===== src/rtl/wb_ppfifo_2_mem_pkg.sv =====
// Shared state encoding, default buffer bases and helpers for wb_ppfifo_2_mem.
package wb_ppfifo_2_mem_pkg;

  typedef enum logic [2:0] {
    P2M_IDLE     = 3'd0,
    P2M_ACTIVATE = 3'd1,
    P2M_WRITE    = 3'd2,
    P2M_WAIT_ACK = 3'd3
  } p2m_state_e;

  localparam int DATA_W      = 32;
  localparam int FIFO_SIZE_W = 24;

  localparam logic [31:0] DEFAULT_MEM_0_BASE = 32'h0000_0000;
  localparam logic [31:0] DEFAULT_MEM_1_BASE = 32'h0010_0000;

  // Buffers are word addressed, so the next target is simply base plus words written.
  function automatic logic [31:0] word_addr(input logic [31:0] base, input logic [31:0] count);
    return base + count;
  endfunction

endpackage


===== src/rtl/wb_ppfifo_2_mem_buffer_ctrl.sv =====
// Bookkeeping for one destination buffer: latched base/size, words written, finished flag.
module p2m_buffer_ctrl
  import wb_ppfifo_2_mem_pkg::*;
(
  input  logic        clk,
  input  logic        rst,
  input  logic        arm_i,
  input  logic [31:0] base_i,
  input  logic [31:0] size_i,
  input  logic        inc_i,
  input  logic        finish_i,
  output logic [31:0] base_o,
  output logic [31:0] count_o,
  output logic        ready_o,
  output logic        last_o,
  output logic        finished_o,
  output logic        empty_o
);

  logic        armed_q, armed_d;
  logic [31:0] base_q, base_d;
  logic [31:0] size_q, size_d;
  logic [31:0] count_q, count_d;
  logic        finished_q, finished_d;

  always_comb begin
    armed_d    = armed_q;
    base_d     = base_q;
    size_d     = size_q;
    count_d    = count_q;
    finished_d = finished_q;
    // A zero-length arm request would never finish, so it is dropped.
    if (arm_i && (size_i != 32'd0)) begin
      armed_d    = 1'b1;
      base_d     = base_i;
      size_d     = size_i;
      count_d    = 32'd0;
      finished_d = 1'b0;
    end else begin
      if (inc_i)    count_d    = count_q + 32'd1;
      if (finish_i) finished_d = 1'b1;
    end
  end

  always_ff @(posedge clk) begin
    if (rst) begin
      armed_q    <= 1'b0;
      base_q     <= 32'd0;
      size_q     <= 32'd0;
      count_q    <= 32'd0;
      finished_q <= 1'b0;
    end else begin
      armed_q    <= armed_d;
      base_q     <= base_d;
      size_q     <= size_d;
      count_q    <= count_d;
      finished_q <= finished_d;
    end
  end

  assign base_o     = base_q;
  assign count_o    = count_q;
  assign ready_o    = armed_q & ~finished_q;
  assign last_o     = (count_q + 32'd1) == size_q;
  assign finished_o = finished_q;
  assign empty_o    = ~ready_o;

endmodule


===== src/rtl/wb_ppfifo_2_mem.sv =====
// Drains ping-pong FIFO blocks into two alternating memory buffers over a Wishbone master.
// Define WB_PPFIFO_2_MEM_DEBUG_EN to expose internal status on the debug port.
module wb_ppfifo_2_mem
  import wb_ppfifo_2_mem_pkg::*;
(
  input  logic        clk,
  input  logic        rst,
  output logic [31:0] debug,
  input  logic        i_enable,
  input  logic        i_flush,
  input  logic [31:0] i_memory_0_base,
  input  logic [31:0] i_memory_0_size,
  output logic [31:0] o_memory_0_count,
  input  logic        i_memory_0_ready,
  output logic        o_memory_0_finished,
  output logic        o_memory_0_empty,
  output logic [31:0] o_default_mem_0_base,
  input  logic [31:0] i_memory_1_base,
  input  logic [31:0] i_memory_1_size,
  output logic [31:0] o_memory_1_count,
  input  logic        i_memory_1_ready,
  output logic        o_memory_1_finished,
  output logic        o_memory_1_empty,
  output logic [31:0] o_default_mem_1_base,
  output logic        o_write_finished,
  output logic        o_mem_we,
  output logic        o_mem_stb,
  output logic        o_mem_cyc,
  output logic [3:0]  o_mem_sel,
  output logic [31:0] o_mem_adr,
  output logic [31:0] o_mem_dat,
  input  logic [31:0] i_mem_dat,
  input  logic        i_mem_ack,
  input  logic        i_mem_int,
  input  logic        i_ppfifo_rdy,
  output logic        o_ppfifo_act,
  input  logic [23:0] i_ppfifo_size,
  output logic        o_ppfifo_stb,
  input  logic [31:0] i_ppfifo_data
);

  localparam logic [2:0] ST_IDLE     = P2M_IDLE;
  localparam logic [2:0] ST_ACTIVATE = P2M_ACTIVATE;
  localparam logic [2:0] ST_WRITE    = P2M_WRITE;
  localparam logic [2:0] ST_WAIT_ACK = P2M_WAIT_ACK;

  logic [2:0]  state_q, state_d;
  logic        active_q, active_d;
  logic        act_q, act_d;
  logic        bus_q, bus_d;
  logic [31:0] adr_q, adr_d;
  logic [31:0] dat_q, dat_d;
  logic [23:0] blk_q, blk_d;
  logic        wr_fin_q, wr_fin_d;
  logic        flush_pend_q, flush_pend_d;

  logic [31:0] b0_base, b0_count, b1_base, b1_count;
  logic        b0_ready, b0_last, b0_finished, b0_empty;
  logic        b1_ready, b1_last, b1_finished, b1_empty;

  logic        ack_fire, finish_fire, flush_ok;
  logic        act_ready, act_last;
  logic [31:0] act_base, act_count;
  logic [23:0] blk_next;

  logic unused_bus_inputs;
  assign unused_bus_inputs = ^{i_mem_dat, i_mem_int};

  assign act_ready = active_q ? b1_ready : b0_ready;
  assign act_last  = active_q ? b1_last  : b0_last;
  assign act_base  = active_q ? b1_base  : b0_base;
  assign act_count = active_q ? b1_count : b0_count;
  assign blk_next  = blk_q + 24'd1;
  assign ack_fire  = (state_q == ST_WAIT_ACK) && bus_q && i_mem_ack;

  // Flushes wait for a gap between bus cycles so an in-flight write never lands in a closed buffer.
  assign flush_ok = (state_q == ST_IDLE) || (state_q == ST_ACTIVATE) ||
                    ((state_q == ST_WRITE) && !(i_enable && act_ready));

  always_comb begin
    state_d      = state_q;
    active_d     = active_q;
    act_d        = act_q;
    bus_d        = bus_q;
    adr_d        = adr_q;
    dat_d        = dat_q;
    blk_d        = blk_q;
    wr_fin_d     = 1'b0;
    flush_pend_d = flush_pend_q | i_flush;
    finish_fire  = 1'b0;

    case (state_q)
      ST_IDLE: begin
        if (i_enable && i_ppfifo_rdy && act_ready) state_d = ST_ACTIVATE;
      end
      ST_ACTIVATE: begin
        act_d   = 1'b1;
        blk_d   = 24'd0;
        state_d = ST_WRITE;
      end
      ST_WRITE: begin
        if (!i_enable) begin
          act_d   = 1'b0;
          state_d = ST_IDLE;
        end else if (act_ready) begin
          bus_d   = 1'b1;
          adr_d   = word_addr(act_base, act_count);
          dat_d   = i_ppfifo_data;
          state_d = ST_WAIT_ACK;
        end
      end
      ST_WAIT_ACK: begin
        if (ack_fire) begin
          bus_d       = 1'b0;
          blk_d       = blk_next;
          finish_fire = act_last;
          if ((blk_next == i_ppfifo_size) || !i_enable) begin
            act_d   = 1'b0;
            state_d = ST_IDLE;
          end else begin
            state_d = ST_WRITE;
          end
        end
      end
      default: begin
        state_d = ST_IDLE;
        act_d   = 1'b0;
        bus_d   = 1'b0;
      end
    endcase

    if (flush_pend_q && flush_ok) begin
      flush_pend_d = i_flush;
      if (act_ready && (act_count != 32'd0)) finish_fire = 1'b1;
    end

    if (finish_fire) begin
      active_d = ~active_q;
      wr_fin_d = 1'b1;
    end
  end

  always_ff @(posedge clk) begin
    if (rst) begin
      state_q      <= ST_IDLE;
      active_q     <= 1'b0;
      act_q        <= 1'b0;
      bus_q        <= 1'b0;
      adr_q        <= 32'd0;
      dat_q        <= 32'd0;
      blk_q        <= 24'd0;
      wr_fin_q     <= 1'b0;
      flush_pend_q <= 1'b0;
    end else begin
      state_q      <= state_d;
      active_q     <= active_d;
      act_q        <= act_d;
      bus_q        <= bus_d;
      adr_q        <= adr_d;
      dat_q        <= dat_d;
      blk_q        <= blk_d;
      wr_fin_q     <= wr_fin_d;
      flush_pend_q <= flush_pend_d;
    end
  end

  p2m_buffer_ctrl u_buf0 (
    .clk        (clk),
    .rst        (rst),
    .arm_i      (i_memory_0_ready),
    .base_i     (i_memory_0_base),
    .size_i     (i_memory_0_size),
    .inc_i      (ack_fire & ~active_q),
    .finish_i   (finish_fire & ~active_q),
    .base_o     (b0_base),
    .count_o    (b0_count),
    .ready_o    (b0_ready),
    .last_o     (b0_last),
    .finished_o (b0_finished),
    .empty_o    (b0_empty)
  );

  p2m_buffer_ctrl u_buf1 (
    .clk        (clk),
    .rst        (rst),
    .arm_i      (i_memory_1_ready),
    .base_i     (i_memory_1_base),
    .size_i     (i_memory_1_size),
    .inc_i      (ack_fire & active_q),
    .finish_i   (finish_fire & active_q),
    .base_o     (b1_base),
    .count_o    (b1_count),
    .ready_o    (b1_ready),
    .last_o     (b1_last),
    .finished_o (b1_finished),
    .empty_o    (b1_empty)
  );

  assign o_memory_0_count     = b0_count;
  assign o_memory_0_finished  = b0_finished;
  assign o_memory_0_empty     = b0_empty;
  assign o_default_mem_0_base = DEFAULT_MEM_0_BASE;
  assign o_memory_1_count     = b1_count;
  assign o_memory_1_finished  = b1_finished;
  assign o_memory_1_empty     = b1_empty;
  assign o_default_mem_1_base = DEFAULT_MEM_1_BASE;

  assign o_write_finished = wr_fin_q;
  assign o_mem_cyc        = bus_q;
  assign o_mem_stb        = bus_q;
  assign o_mem_we         = bus_q;
  assign o_mem_sel        = {4{bus_q}};
  assign o_mem_adr        = adr_q;
  assign o_mem_dat        = dat_q;
  assign o_ppfifo_act     = act_q;
  // Combinational so the FIFO advances during the ack cycle and WRITE sees the next word.
  assign o_ppfifo_stb     = ack_fire;

`ifdef WB_PPFIFO_2_MEM_DEBUG_EN
  assign debug = {16'h0, b0_count[3:0], b1_count[3:0], act_q, bus_q, active_q,
                  b1_finished, b0_finished, state_q};
`else
  assign debug = 32'h0;
`endif

endmodule


===== config.mk =====
export PLATFORM = sky130hd
export DESIGN_NAME = wb_ppfifo_2_mem
export DESIGN_NICKNAME = d
export VERILOG_FILES = /design/src/rtl/wb_ppfifo_2_mem_pkg.sv /design/src/rtl/wb_ppfifo_2_mem_buffer_ctrl.sv /design/src/rtl/wb_ppfifo_2_mem.sv
export SDC_FILE = /design/constraint.sdc
export NUM_CORES = 1
export LEC_CHECK = 0
export BUFFER_PORTS_ARGS = -buffer_cell sky130_fd_sc_hd__buf_2
export CORE_MARGIN = 2
export CORE_UTILIZATION = 54
export CTS_CLUSTER_DIAMETER = 40
export DETAILED_ROUTE_END_ITERATION = 8
export PLACE_DENSITY = 0.8
export SLEW_MARGIN = 40
export SYNTH_ARGS = -nofsm -noshare
export SYNTH_HDL_FRONTEND = slang
export SYNTH_SLANG_ARGS = --single-unit

===== constraint.sdc =====
create_clock -name clk -period 4.9 [get_ports clk]
set_input_delay 0.98 -clock clk [delete_from_list [all_inputs] [get_ports clk]]
set_output_delay 0.98 -clock clk [all_outputs]
set_load 0.005 [all_outputs]

==> results.json, run 1 <==
{
  "status": "finished clean",
  "holdPathStages": 2,
  "worstHoldStart": "o_mem_dat[5]",
  "netlist_area_mm2": 0.0171,
  "drc_errors": 0,
  "ctsHoldBuffers": 0,
  "die_w_um": 182,
  "drive_gt1_share_pct": 21.3,
  "ioPinCount": 463,
  "dr.pass1.iters": 6,
  "finalSetupViolCount": 0,
  "slew_headroom_pct": 44.3,
  "rows": 65,
  "initial_core_util_pct": 54.6,
  "grt_pass1_wl_mm": 81.7,
  "ys_types": 72,
  "synth_most_common_cell": "dfxtp_1",
  "place_area_mm2": 0.0185,
  "rsz0062_at_grt": "no",
  "vias": 16200,
  "wirelength_mm": 52.4,
  "hold_end": "o_mem_dat[5]",
  "postLayoutCoreUtil_pct": 64.0,
  "skew_ns": 0.0140,
  "cts_sinks": 291,
  "multi_input_area_mm2": 0.0103,
  "r2r_start": "u_buf1.count_o[0]",
  "wl_per_cell_um": 18.7,
  "yosysTopAreaCell": "dfxtp_1",
  "grt_max_degree": 141,
  "cap_violations": 0,
  "clock.fmax_mhz": 251,
  "vdd_drop_max_mv": 0.281,
  "syn_area_per_cell_um2": 8.15,
  "post_cts_buffers": 0,
  "grt_pass1_vias": 15300,
  "dp_hpwl_mm": 38.7,
  "worst_setup_path_end_kind": "flop",
  "viasPerCell": 5.80,
  "clock_latency_ns": 0.55,
  "grt_remaining_overflow": 0,
  "synthTopCellsByCount": "dfxtp_1, nor2_1, nand2_1",
  "drv_slew": 0,
  "cp.arrival_ns": 4.42,
  "p_leak_nw": 8.66,
  "fin_area_mm2": 0.0201,
  "hold_class": "reg -> reg",
  "min_period_over_period_pct": 81.4,
  "die_area_mm2": 0.0332,
  "synthCells": 2102,
  "ff2ff_path_depth": 9,
  "yosysWarnings": 0,
  "antenna_found_initial": 6,
  "path_max_fanout": 7,
  "required_ns": 5.34,
  "worstMarginPinSlew_ns": 0.835,
  "ys.flop_type": "dfxtp_1",
  "setup.worst_path.start": "u_buf1.count_o[0]",
  "synth_edf_count": 0,
  "syn_to_final_growth_pct": 17.3,
  "crit_type": "reg -> reg",
  "async_reset_ff_share_pct": 0,
  "cts-root-buf": "clkbuf_16",
  "antenna_left": 0,
  "period_needed_ns": 3.99,
  "seq_area_frac_synth_pct": 34.0,
  "cts_tree": "done",
  "cts.clk_slew.worst_paths_ns": 0.05,
  "reg2reg_slack_ns": 0.91,
  "ys_top_cells_by_area": "dfxtp_1, mux2i_1, nor2_1",
  "timing.rr.end": "active_q",
  "pwr_density_cell_mw_per_mm2": 310,
  "yosysTopAreaCellShare_pct": 34.0,
  "die_h_um": 182,
  "htree_levels": 2,
  "hold_viol_final": 0,
  "globalplace.congestion": 0.936,
  "core-area_mm2": 0.0314,
  "postCtsResizedCells": 0,
  "start_kind": "flop",
  "clk_path_buf_depth": 3,
  "fin_nets": 2615,
  "drtIter0Drc": 1476,
  "nFillCells": 2687,
  "register_area_mm2": 0.00583,
  "numCtsBuffers": 45,
  "track_usage_pct": 30.6,
  "fin_setup_tns_ns": 0,
  "synth_seq_cells": 291,
  "io_buffers": 333
}
[metal layers]
metal / track usage, % / share of wire (%)
met1: 38.0 / 41
met2: 49.9 / 46
met3: 7.24 / 8.4
met4: 14.9 / 4.6
met5: 0 / 0
[cell families after synthesis]
group,share of synthesized area [%]
simple gates,22.3
flops,34.0
fa+ha+maj,2.60
compound gates,11.3
mux,11.8
buf+inv,8.14
xor+xnor,9.71
other cells,0.0438
[how the worst max path moves through the flow]
stage	slack, ns	depth (start not counted)	endpoint
floorplan	0.48	16	o_mem_adr[30]
global placement	0.82	12	o_mem_adr[30]
detailed placement	1.04	10	active_q
CTS	1.04	10	active_q
global route	0.73	12	o_mem_adr[30]
finish	0.91	9	active_q
[placed cells by master (no fill, tap or decap), types with 7 or more instances in the layout]
master / n
conb_1: 96
mux2i_1: 136
nand3_1: 53
nand2b_1: 11
a211oi_1: 26
or2_2: 7
nor2_1: 290
clkbuf_16: 45
buf_2: 332
o21ai_0: 71
dfxtp_1: 290
inv_1: 25
nor4_1: 44
nor2b_1: 13
buf_4: 15
nand4_1: 43
a22oi_1: 7
and2_1: 13
mux2_2: 58
and3_1: 17
nor3_1: 32
or3_1: 26
o31ai_1: 7
or4_1: 13
nand3b_1: 12
a21o_1: 18
a21oi_1: 123
a31oi_1: 15
clkinv_2: 9
nand2_1: 198
xor2_1: 72
xnor2_1: 118
ha_1: 34
and4_1: 10
[report_power, final]
| part | internal (mW) | switching (mW) | total, mW |
|---|---|---|---|
| Clock | 2.06 | 1.21 | 3.27 |
| Sequential | 2.43 | 0.0500 | 2.48 |
| Combinational | 0.211 | 0.266 | 0.477 |
| Total | 4.70 | 1.52 | 6.23 |
[per-stage QoR]
step	setup slack [ns]	std cells	hold slack (ns)	power, mW
2_1_floorplan	0.481	2196	0.426	2.88
3_3_place_gp	0.820	2710	0.434	2.98
3_5_place_dp	1.04	2710	0.440	3.00
4_1_cts	1.04	2791	0.449	6.26
5_1_grt	0.728	2797	0.469	6.42
6_report	0.914	2797	0.448	6.23
[worst max-delay path, stage by stage, from the launching register on]
cell      delay, ns
dfxtp_1        0.55
ha_1           0.35
nand4_2        0.24
or4_1          0.74
or4_4          0.57
a211oi_2       0.24
a31oi_1        0.09
a21o_1         0.20
o41a_1         0.55
mux2_4         0.34
[state kept, by name, summed over array words and instances, names as in the netlist, 32 cells and up]
name            cells
u_buf1.count_o     32
u_buf1.base_o      32
u_buf1.size_q      32
o_mem_adr          32
u_buf0.base_o      32
o_mem_dat          32
u_buf0.count_o     32
u_buf0.size_q      32
[layout make-up]
| class | instances | share of cell area (%) |
|---|---|---|
| multi-input cells | 1642 | 51.3 |
| well taps | 402 | 2.50 |
| clock inverters | 27 | 1.58 |
| inverters | 26 | 0.486 |
| flip-flops and latches | 291 | 29.0 |
| clock buffers | 54 | 6.07 |
| repair buffers | 349 | 8.98 |
| diodes | 6 | 0.0747 |
(Power assumes the default switching activity.)
==> inputs of run 2 (changes only) <==
- clock period: 4.9 -> 3.9 ns (I/O delays scaled with it)
==> run 2 against run 1 <==
- register-to-register slack got worse by 0.65 ns
- sequential power rose by 26%
- fmax grew 9.5%
- worst hold slack better by 0.0016 ns
- total power is 28% higher
- clock skew rose by 0.00092 ns
- largest cell class unchanged
==> results.json, run 2 (same netlist as run 1, synthesis figures left out) <==
{
  "layout_common_cells": "buf_2, nor2_1, dfxtp_1",
  "vias": 16500,
  "pre_cts_slack_ns": 0.206,
  "worst_setup_path_end_kind": "flop",
  "antenna_found_initial": 9,
  "numCtsBuffers": 46,
  "core-area_mm2": 0.0314,
  "crit_type": "reg -> reg",
  "finalSetupViolCount": 0,
  "period_needed_ns": 3.64,
  "track_usage_pct": 31.4,
  "fin_nets": 2676,
  "clock_latency_ns": 0.55,
  "fin_total_pwr_mw": 7.98,
  "place_inst": 2769,
  "worstMarginPinSlew_ns": 0.699,
  "fin_setup_tns_ns": 0,
  "die_h_um": 182,
  "wl_per_cell_um": 18.8,
  "cts.clk_slew.worst_paths_ns": 0.06,
  "htree_levels": 2,
  "slew_headroom_pct": 53.3,
  "required_ns": 4.34,
  "clock.fmax_mhz": 275,
  "globalplace.congestion": 0.983,
  "cts_tree": "done",
  "die_area_mm2": 0.0332,
  "die_w_um": 182,
  "syn_to_final_growth_pct": 20.7,
  "rsz0062_at_grt": "no",
  "antenna_left": 0,
  "ioPinCount": 463,
  "postLayoutCoreUtil_pct": 65.9,
  "status": "finished clean",
  "cts-root-buf": "clkbuf_16",
  "holdWs_ns": 0.450,
  "skew_ns": 0.0149,
  "p_leak_nw": 8.99,
  "vdd_drop_max_mv": 0.307,
  "pwr_density_cell_mw_per_mm2": 386,
  "drtIter0Drc": 1340,
  "start_kind": "flop",
  "layout_commonest_cell": "buf_2",
  "dp_hpwl_mm": 40.2,
  "cts_sinks": 291,
  "viasPerCell": 5.76,
  "hold_viol_final": 0,
  "fin_area_mm2": 0.0207,
  "rows": 65,
  "clk_path_buf_depth": 3,
  "cap_violations": 0,
  "grt_pass1_vias": 15900,
  "grt_max_degree": 68,
  "ctsHoldBuffers": 0,
  "dr.pass1.iters": 5,
  "io_buffers": 333,
  "layoutNonFillerInstCount": 2861,
  "drive_gt1_share_pct": 23.3,
  "drv_slew": 0,
  "path_max_fanout": 23,
  "wirelength_mm": 53.9,
  "nFillCells": 2628,
  "finalWorstSetupSlack_ns": 0.259,
  "initial_core_util_pct": 54.6,
  "grt_pass1_wl_mm": 83.5,
  "hold_class": "reg -> reg",
  "cp.arrival_ns": 4.08,
  "drc_errors": 0,
  "min_period_over_period_pct": 93.4,
  "grt_remaining_overflow": 0,
  "place_area_mm2": 0.0190
}
[run 2: cell types whose count changed in the layout (fill, tap and decap cells not counted), sizes merged]
cell      change
bufinv        -1
clkbuf        +1
clkinvlp      +7
clkinv        -7
buf          +60
diode         +2
inv           +2
[run 2: repair_timing]
item | in CTS | in global routing
resized for setup | 0 | 1
setup endpoints to repair | 0 | 10
buffers inserted | 0 | 1
[run 2: worst paths after layout]
check / start / slack [ns] / cells after the start / endpoint
max: active_q / 0.26 / 9 / active_q
min: o_mem_dat[13] / 0.45 / 2 / o_mem_dat[13]
max reg2reg: active_q / 0.26 / 9 / active_q
min reg2reg: o_mem_dat[13] / 0.45 / 2 / o_mem_dat[13]
[run 2: area by class of cell]
class / instances / area, µm² / share of cell area, %
Antenna cell: 8 / 20.0 / 0.0968
Clock buffer: 55 / 1300 / 6.28
Clock inverter: 28 / 324 / 1.57
Inverter: 26 / 97.6 / 0.472
Multi-Input combinational cell: 1642 / 10300 / 49.8
Sequential cell: 291 / 5830 / 28.2
Tap cell: 402 / 503 / 2.43
Timing Repair Buffer: 409 / 2300 / 11.1
[run 2: layer usage]
layer	track usage, %	vias up	wire (µm)
met2	50.5	805	24500
met5	0	-	0
li1	-	7767	-
met1	39.2	7742	21700
met4	17.5	0	2950
met3	6.84	168	4670
[run 2: worst max-delay path: stages, from the launching register on]
cell	delay, ns
dfxtp_4	0.61
buf_16	0.23
mux2_2	0.37
nor4_1	0.20
or4bb_1	0.55
nor4b_1	0.32
nor2_1	0.15
a41oi_1	0.29
o41a_1	0.46
mux2_4	0.33
[run 2: power by group]
part / switching, mW / total, mW / internal, mW
Sequential: 0.0611 / 3.12 / 3.06
Clock: 1.56 / 4.25 / 2.68
Combinational: 0.337 / 0.607 / 0.270
Total: 1.96 / 7.98 / 6.01
